$ cat src/rtl/mem_access_unit_pkg.sv
// mem_access_unit_pkg: width encodings and FSM state codes shared by the MEM-stage access unit
package mem_access_unit_pkg;
   typedef enum logic [2:0] {RD_LB = 3'd0, RD_LH = 3'd1, RD_LW = 3'd2, RD_LBU = 3'd3, RD_LHU = 3'd4} rd_width_e;
   typedef enum logic [1:0] {WR_SB = 2'd0, WR_SH = 2'd1, WR_SW = 2'd2} wr_width_e;
   typedef enum logic [1:0] {MAU_IDLE, MAU_BUSY, MAU_DONE} mau_state_e;
endpackage

$ cat src/rtl/mem_access_unit_lane.sv
// mem_lane_align: byte-lane steering, load extraction/extension and misalign detection
//  in : rd (access is a read), rdwidth, wrwidth, off (addr[1:0]), wdata (rs2), rdata (bus word)
//  out: be, wlane (store data on its lanes), load_ext, ok (width is defined), mis (misaligned)
module mem_lane_align
   import mem_access_unit_pkg::*;
(
   input  logic        rd,
   input  logic [2:0]  rdwidth,
   input  logic [1:0]  wrwidth,
   input  logic [1:0]  off,
   input  logic [31:0] wdata,
   input  logic [31:0] rdata,
   output logic [3:0]  be,
   output logic [31:0] wlane,
   output logic [31:0] load_ext,
   output logic        ok,
   output logic        mis
);
   logic byte_sz, half_sz, word_sz;
   logic [31:0] sh;
   always_comb begin
      byte_sz = rd ? (rdwidth == RD_LB || rdwidth == RD_LBU) : (wrwidth == WR_SB);
      half_sz = rd ? (rdwidth == RD_LH || rdwidth == RD_LHU) : (wrwidth == WR_SH);
      // undefined read widths fall through to a word access
      word_sz = ~byte_sz & ~half_sz;
      ok = rd | (wrwidth != 2'd3);
      mis = ok & ((half_sz & off[0]) | (word_sz & |off));
      be = (rd | word_sz) ? 4'hf : half_sz ? (off[1] ? 4'hc : 4'h3) : 4'b0001 << off;
      wlane = word_sz ? wdata : half_sz ? {2{wdata[15:0]}} : {4{wdata[7:0]}};
      // aligned halves sit at off 0 or 2, so one shift serves bytes and halves
      sh = rdata >> {off, 3'b000};
      load_ext = (rdwidth == RD_LB)  ? {{24{sh[7]}}, sh[7:0]} :
                 (rdwidth == RD_LBU) ? {24'd0, sh[7:0]} :
                 (rdwidth == RD_LH)  ? {{16{sh[15]}}, sh[15:0]} :
                 (rdwidth == RD_LHU) ? {16'd0, sh[15:0]} : rdata;
   end
endmodule

$ cat src/rtl/mem_access_unit.sv
// mem_access_unit: MEM-stage data-memory access unit with req/ack bus, stall and timeout
//  in : clk, rst (async, active-high), flush, memread, memwrite, rdwidth, wrwidth, addr, wdata,
//       dmem_ack, dmem_rdata
//  out: dmem_req, dmem_we, dmem_addr, dmem_be, dmem_wdata, load_data, mem_stall, misalign, bus_err
module mem_access_unit
   import mem_access_unit_pkg::*;
#(
   parameter int TIMEOUT = 16
) (
   input  logic        clk,
   input  logic        rst,
   input  logic        flush,
   input  logic        memread,
   input  logic        memwrite,
   input  logic [2:0]  rdwidth,
   input  logic [1:0]  wrwidth,
   input  logic [31:0] addr,
   input  logic [31:0] wdata,
   output logic        dmem_req,
   output logic        dmem_we,
   output logic [31:0] dmem_addr,
   output logic [3:0]  dmem_be,
   output logic [31:0] dmem_wdata,
   input  logic        dmem_ack,
   input  logic [31:0] dmem_rdata,
   output logic [31:0] load_data,
   output logic        mem_stall,
   output logic        misalign,
   output logic        bus_err
);
   localparam int CW = $clog2(TIMEOUT);
   mau_state_e state;
   logic [CW-1:0] cnt;
   logic [31:0] result, l_addr, l_wdata, c_addr, c_wdata, wlane, load_ext;
   logic [2:0] l_rdw, c_rdw;
   logic [1:0] l_wrw, c_wrw;
   logic [3:0] be;
   logic l_rd, l_wr, flushed, busy, c_rd, c_wr, idle_acc, go, tmo, ok, mis;
   mem_lane_align u_lane (
      .rd(c_rd), .rdwidth(c_rdw), .wrwidth(c_wrw), .off(c_addr[1:0]), .wdata(c_wdata),
      .rdata(dmem_rdata), .be(be), .wlane(wlane), .load_ext(load_ext), .ok(ok), .mis(mis)
   );
   // the access is issued straight from the live inputs in IDLE, then from the copy taken
   // at issue so a flush or a changing EX/MEM register cannot disturb the bus cycle
   always_comb begin
      busy = (state == MAU_BUSY);
      c_rd = busy ? l_rd : memread;
      c_wr = busy ? l_wr : memwrite & ~memread;
      c_rdw = busy ? l_rdw : rdwidth;
      c_wrw = busy ? l_wrw : wrwidth;
      c_addr = busy ? l_addr : addr;
      c_wdata = busy ? l_wdata : wdata;
      idle_acc = (state == MAU_IDLE) & ~rst & (memread | memwrite) & ~flush;
      go = idle_acc & ok & ~mis;
      tmo = busy & ~dmem_ack & (cnt == CW'(TIMEOUT - 1));
      dmem_req = go | busy;
      dmem_we = dmem_req & c_wr;
      dmem_addr = dmem_req ? {c_addr[31:2], 2'b00} : '0;
      dmem_be = dmem_req ? be : '0;
      dmem_wdata = dmem_we ? wlane : '0;
      mem_stall = dmem_req;
      misalign = idle_acc & mis;
      bus_err = tmo;
      load_data = (state == MAU_DONE) ? result : '0;
   end
   always_ff @(posedge clk or posedge rst) begin
      if (rst) begin
         state <= MAU_IDLE;
         cnt <= '0;
         result <= '0;
         flushed <= 1'b0;
         l_rd <= 1'b0;
         l_wr <= 1'b0;
         l_rdw <= '0;
         l_wrw <= '0;
         l_addr <= '0;
         l_wdata <= '0;
      end else begin
         case (state)
            MAU_IDLE: if (go) begin
               state <= MAU_BUSY;
               cnt <= '0;
               flushed <= 1'b0;
               l_rd <= c_rd;
               l_wr <= c_wr;
               l_rdw <= rdwidth;
               l_wrw <= wrwidth;
               l_addr <= addr;
               l_wdata <= wdata;
            end
            MAU_BUSY: begin
               flushed <= flushed | flush;
               if (dmem_ack) begin
                  result <= (flushed | flush) ? '0 : load_ext;
                  state <= MAU_DONE;
               end else if (tmo) begin
                  result <= '0;
                  state <= MAU_DONE;
               end else cnt <= cnt + 1'b1;
            end
            default: state <= MAU_IDLE;
         endcase
      end
   end
endmodule

$ cat config.mk
export PLATFORM = sky130hd
export DESIGN_NAME = mem_access_unit
export DESIGN_NICKNAME = d
export VERILOG_FILES = /design/src/rtl/mem_access_unit_pkg.sv /design/src/rtl/mem_access_unit_lane.sv /design/src/rtl/mem_access_unit.sv
export SDC_FILE = /design/constraint.sdc
export NUM_CORES = 1
export LEC_CHECK = 0
export CORE_MARGIN = 1.5
export CORE_UTILIZATION = 44
export DETAILED_ROUTE_END_ITERATION = 8
export PLACE_DENSITY = 0.77
export SLEW_MARGIN = 5
export SYNTH_ARGS = -nofsm -noshare
export SYNTH_HDL_FRONTEND = slang
export SYNTH_SLANG_ARGS = --single-unit
$ cat constraint.sdc
create_clock -name clk -period 5.3 [get_ports clk]
set_clock_uncertainty 0.2 [all_clocks]
set_input_delay 1.59 -clock clk [delete_from_list [all_inputs] [get_ports clk]]
set_output_delay 1.59 -clock clk [all_outputs]
set_load 0.03 [all_outputs]
Word-level counts from Yosys, hierarchy flattened --
Cells that the tools add are included. Widths: inputs -> output; s select.
Cells by class: $add $sub $neg 1, equality and inequality tests 12, shift-type cells 2, mux-type cells 34, bitwise operators 27, reduce and logical (&&, ||, !) cells 13
Operator list (number):
- $mux 32 | 14
- $shr 32x5->16 | 1
- $mux 4 | 7
- $and 1x1->1 | 14
- $mux 2 | 4
- $ne 2x2->1 const B | 4
- $pmux 4 s2 | 1
- $reduce_and 2->1 | 4
- $not 1->1 | 7
- $or 1x1->1 | 6
- $mux 1 | 5
- $add 4x1->4 const B | 1
- $eq 2x1->1 const B | 2
- $eq 4x4->1 const B | 1
- $logic_not 2->1 | 2
- $pmux 2 s2 | 1
- $reduce_and 4->1 | 1
- $reduce_bool 2->1 | 2
- $shl 1x2->4 const A | 1
- $eq 3x1->1 const B | 1
- $eq 3x2->1 const B | 1
- $eq 3x3->1 const B | 1
- $logic_not 3->1 | 1
- $mux 3 | 1
- other kinds (5) | 6
Storage, ports and cells: register bits after elaboration 110, output and inout bits 105

Depth between registers and ports, before layout --
Gate-level depths: netlist of the first run.
word-level depth 15, depth in mapped cells 11, depth with buffers taken out 7

By module --
From an unflattened synthesis of the first run, not the netlist that was laid out.
Second synthesis, totals: cell total of the unflattened synthesis 720, area, all modules 6766.5 um^2
Modules (own cells, without submodules):
- mem_access_unit | times used 1, cells an instance 514, area each 5447.7 um^2, sequential area each 2752.6 um^2
- mem_lane_align | times used 1, cells an instance 206, area each 1318.8 um^2, sequential area each 0.0 um^2

Worst setup path after synthesis of the first run --
No wires, ideal clock.
path kind input to output, start point input port memread, end point output port dmem_wdata[22], data arrival time 4017 ps, required time 3510 ps, slack -507 ps, cell stages on the path 8, cell sequence inv_1 a31oi_1 o311ai_0 clkbuf_1 o221ai_1 buf_2 a211oi_1 a211oi_1
On the way: longest elaborated chain between the ends 12, elaborated cells on any way between the ends 24, classes of those cells mux (6); bitwise (18)
Ends and longest elaborated chain:
- from (decl) | line mem_access_unit.sv:13 | input logic memread,
- $mux 1 | line mem_access_unit.sv:47 | c_rd = busy ? l_rd : memread;
- $mux 1 (on tied branches) | line mem_access_unit_lane.sv:22, mem_access_unit_lane.sv:23
- $not 1->1 | line mem_access_unit_lane.sv:25 | word_sz = ~byte_sz & ~half_sz;
- $and 1x1->1 | line mem_access_unit_lane.sv:25
- $and 1x1->1 | line mem_access_unit_lane.sv:27 | mis = ok & ((half_sz & off[0]) | (word_sz & |off));
- $or 1x1->1 | line mem_access_unit_lane.sv:27
- $and 1x1->1 | line mem_access_unit_lane.sv:27
- $not 1->1 | line mem_access_unit.sv:54 | go = idle_acc & ok & ~mis;
- $and 1x1->1 | line mem_access_unit.sv:54
- $or 1x1->1 | line mem_access_unit.sv:56 | dmem_req = go | busy;
- $and 1x1->1 | line mem_access_unit.sv:57 | dmem_we = dmem_req & c_wr;
- $mux 32 (*) | line mem_access_unit.sv:60 | dmem_wdata = dmem_we ? wlane : '0;
- to (decl) | line mem_access_unit.sv:23 | output logic [31:0] dmem_wdata,
Mark *: on every way between the ends. The rest lies on a longest branch, timed or not.

Final worst setup path of the first run --
start point input port flush, end point output port dmem_wdata[5]
On the way: longest elaborated chain between the ends 7
Ends and longest elaborated chain:
- from (decl) | line mem_access_unit.sv:12 | input logic flush,
- $not 1->1 | line mem_access_unit.sv:53 | idle_acc = (state == MAU_IDLE) & ~rst & (memread | memwrite) & ~flush;
- $and 1x1->1 | line mem_access_unit.sv:53
- $and 1x1->1 (2 in a row) | line mem_access_unit.sv:54
- $or 1x1->1 | line mem_access_unit.sv:56
- $and 1x1->1 | line mem_access_unit.sv:57
- $mux 32 | line mem_access_unit.sv:60
No other way between the ends.

==> results of run 1 <==
-- metal layers --
layer	part of all wire (%)	track usage [%]	vias up	routed length, um
li1	-	-	2941	-
met1	41	34.9	3146	8980
met2	48	43.3	355	10400
met3	8.3	6.14	51	1830
met4	3.0	11.8	0	668
met5	0	0	-	0
-- synth_stat cells (all sizes together), types with 4 or more instances --
cell,instances,area share [%]
dfrtp,110,42
mux2,82,14
nand2,59,3.4
o21ai,42,3.2
nor2,41,2.4
and2,40,3.9
a22o,32,4.3
clkbuf,28,1.6
nand3,25,1.9
a21oi,24,1.8
buf,23,2.1
a22oi,18,2.1
a211oi,17,2.0
mux2i,17,2.6
o22ai,17,1.8
nor3b,9,1.0
a21o,8,0.92
inv,8,0.46
o211ai,8,0.92
and3,5,0.48
nor3,4,0.31
o221ai,4,0.81
-- power breakdown --
group          total (W)  internal, W  switching [W]
registers        0.00151      0.00126       0.000253
clock network   0.000710     0.000383       0.000326
logic            0.00327      0.00154        0.00173
total            0.00549      0.00318        0.00231
-- through the flow --
stage               setup TNS [ns]  utilization, %  std cells  cell area, sq um
floorplan                   -0.793               -        658              6570
global placement            -19.00            62.9       1065              9100
detailed placement          -25.42            62.9       1065              9100
CTS                              0            68.3       1096              9890
global route               -0.0441            69.8       1103             10100
finish                           0            69.8       1104             10100
-- how the worst max path moves through the flow --
stage	to	slack [ns]	cells past startpoint
final	dmem_wdata[5]	0.02	12
after CTS	dmem_wdata[17]	0.01	11
after floorplan	dmem_wdata[10]	-0.12	6
after global placement	dmem_we	-0.39	8
after global routing	dmem_wdata[5]	-0.03	12
after detailed placement	dmem_we	-0.47	8
-- repair_timing --
item,4_1_cts,5_1_grt
buffers inserted,11,4
gates resized for setup,82,49
pin swaps,15,14
gates cloned,4,1
setup endpoints to repair,70,69
-- area by class of cell --
type                            instances  share of cell area (%)
Inverter                                8                   0.322
Multi-Input combinational cell        489                    38.6
Clock inverter                          6                   0.681
Clock buffer                           10                    2.36
Antenna cell                            3                  0.0743
Timing Repair Buffer                  294                    28.4
Tap cell                              184                    2.28
Sequential cell                       110                    27.2
-- flip-flops by register name, indices dropped and copies added, names as in the netlist, 2 cells and up --
register / flops
l_addr: 32
l_wdata: 32
cnt: 4
result: 32
l_wrw: 2
state: 2
l_rdw: 3
-- cells by family after synthesis --
group | count (synthesis) | synth area share [%]
and+or+nand+nor | 194 | 14.8
adders and majority gates | 1 | 0.193
AOI/OAI and AO/OA | 191 | 20.9
DFF | 110 | 42.4
muxes | 100 | 17.3
xor gates and xnor gates | 1 | 0.135
other | 1 | 0.0577
buffers and inverters | 59 | 4.22
-- cells in the final DEF, fill, tap and decap left out, drive strengths merged, types with 2 or more instances in the layout --
| cell type | instances |
|---|---|
| and2 | 40 |
| o31ai | 3 |
| buf | 155 |
| mux2 | 82 |
| nor4b | 2 |
| o211ai | 8 |
| o22ai | 17 |
| a211oi | 17 |
| a31oi | 3 |
| a22o | 32 |
| clkdlybuf4s15 | 2 |
| o21ai | 42 |
| a21oi | 24 |
| nand2 | 59 |
| o221ai | 4 |
| clkdlybuf4s50 | 128 |
| dlygate4sd2 | 6 |
| nor2 | 41 |
| nor4bb | 2 |
| nand3 | 25 |
| a22oi | 18 |
| mux2i | 17 |
| nor3b | 9 |
| a21o | 8 |
| conb | 2 |
| and3 | 5 |
| o31a | 2 |
| nor3 | 4 |
| diode | 3 |
| clkbuf | 13 |
| a31o | 3 |
| clkinv | 2 |
| or4b | 2 |
| o32ai | 2 |
| inv | 10 |
| dfrtp | 110 |
| a221oi | 2 |
| nor2b | 2 |
-- critical path: cells and delay by family --
family	cells	cell delay (ns)
AOI/OAI and AO/OA	4	0.56
buffers and inverters	6	0.93
and+or+nand+nor	2	0.39
==> metrics.md, run 1 <==
| Metric | Value |
|---|---|
| # port buffers | `209` |
| Initial antenna violation count | `3` |
| Gr usage total | `27.0%` |
| Clock transition at path regs | `0.07 ns` |
| Pleak | `4.40 nW` |
| CTS buffer count | `9` |
| Rel. slew slack | `51.6%` |
| FMAX | `190 MHz` |
| Sequential Area | `0.00275 sq mm` |
| CTS Hold Bufs | `0` |
| Min Hold Slack | `0.274 ns` |
| Final Max Tran Viols | `0` |
| Slowest Stage Delay on Critical Path | `0.26 ns` |
| Min-delay src | `result[6]` |
| Async SR Flop Fraction | `100%` |
| Main synth FF type | `dfrtp_1` |
| Max-cap violations | `0` |
| Share of layout cells above drive strength 1 | `36.4%` |
| Worst Path Required | `3.51 ns` |
| Multi-input logic area | `0.00390 sq mm` |
| PD cells | `543 mW/mm^2` |
| Grt ovf | `0` |
| Pre-CTS setup slack | `-0.467 ns` |
| CTS tree | `yes` |
| Worst Tran Pin Value | `0.717 ns` |
| Max Root-Sink Buffers | `2` |
| DRT iter0 DRCs | `448` |
| DRT Pass-1 Iters | `5` |
| CP startpoint | `flush` |
| Final worst slack | `0.0244 ns` |
| Worst reg2reg path startpoint | `state[1]` |
| First-pass GRT wire length | `33.7 mm` |
| CP Cell Sequence | `clkdlybuf4s15_1 -> nor4_2 -> o21a_1 -> o21ai_2 -> o32ai_2 -> buf_4 -> a31oi_4 -> buf_6 -> buf_12 -> buf_16 -> nor2_4 -> buf_6` |
| Number of synthesized flops with an enable pin | `0` |
| Final WL | `21.9 mm` |
| Syn Inst Count | `657` |
| Die Ht | `124 um` |
| TritonCTS Sinks | `110` |
| Cell count of the worst reg-to-reg path | `9` |
| Gpl congestion | `0.927` |
| Post-route DRC | `0` |
| R2r setup slk | `1.46 ns` |
| Detailed-route via count | `6493` |
| DIE AREA | `0.0155 sq mm` |
| Unique cell type count in the Yosys netlist | `56` |
| Largest net degree at the start of global routing | `56` |
| Synth-to-Final Area Change | `55.6%` |
| Clk Latency, worst-skew pair | `0.36 ns` |
| Synthesized area | `0.00649 sq mm` |
| Hold path endpoint | `result[6]` |
| Rows | `44` |
| Core Area | `0.0145 sq mm` |
| Fin nets | `1020` |
| Crit-path max FO | `7` |
| Critical Path Sink Type | `output port` |
| Crit-path slowest cell | `o32ai_2` |
| Mean area per synthesized cell | `9.88 sq um` |
| Seq cells post-synth | `110` |
| Synthesis warning total | `0` |
| Register area share after synthesis | `42.4%` |
| H-tree depth | `3` |
| Critical path arrival | `3.49 ns` |
| Clk Tree Root Cell | `clkbuf_16` |
| DPL Wire Length | `14.5 mm` |
| Worst hold-check path type | `reg2reg` |
| Antenna Nets Post-Route | `0` |
| Vias/cell | `5.88` |
| Final period utilization | `99.5%` |
| Starting Density | `44.8%` |
| Hold Fails Final Rpt | `0` |
| Total power | `0.00549 W` |
| Number of I/O pins | `212` |
| Filler Cell Count | `994` |
| WL per Instance | `19.9 um` |
| Die W | `124 um` |
| Startpoint types | `input port` |
| Final setup fails | `0` |
| CP dominant cell by count | `buf_6` |
| Vias in the first global route | `6452` |
| Worst R2R End | `l_wdata[1]` |
| Worst Hold Depth | `1` |
| Fin crit period | `5.28 ns` |
| Max rail drop VDD | `0.333 mV` |
| Outcome | `complete, no violations` |
| Setup Crit Path Kind | `in2out` |
Note: power is estimated with default switching activity, not from simulation.
==> inputs of run 2 (changes only) <==
- ABC_CLOCK_PERIOD_IN_PS: unset -> 5300
==> results of run 2 <==
Same layout as run 1: the final DEF is identical, and so are final timing and power.
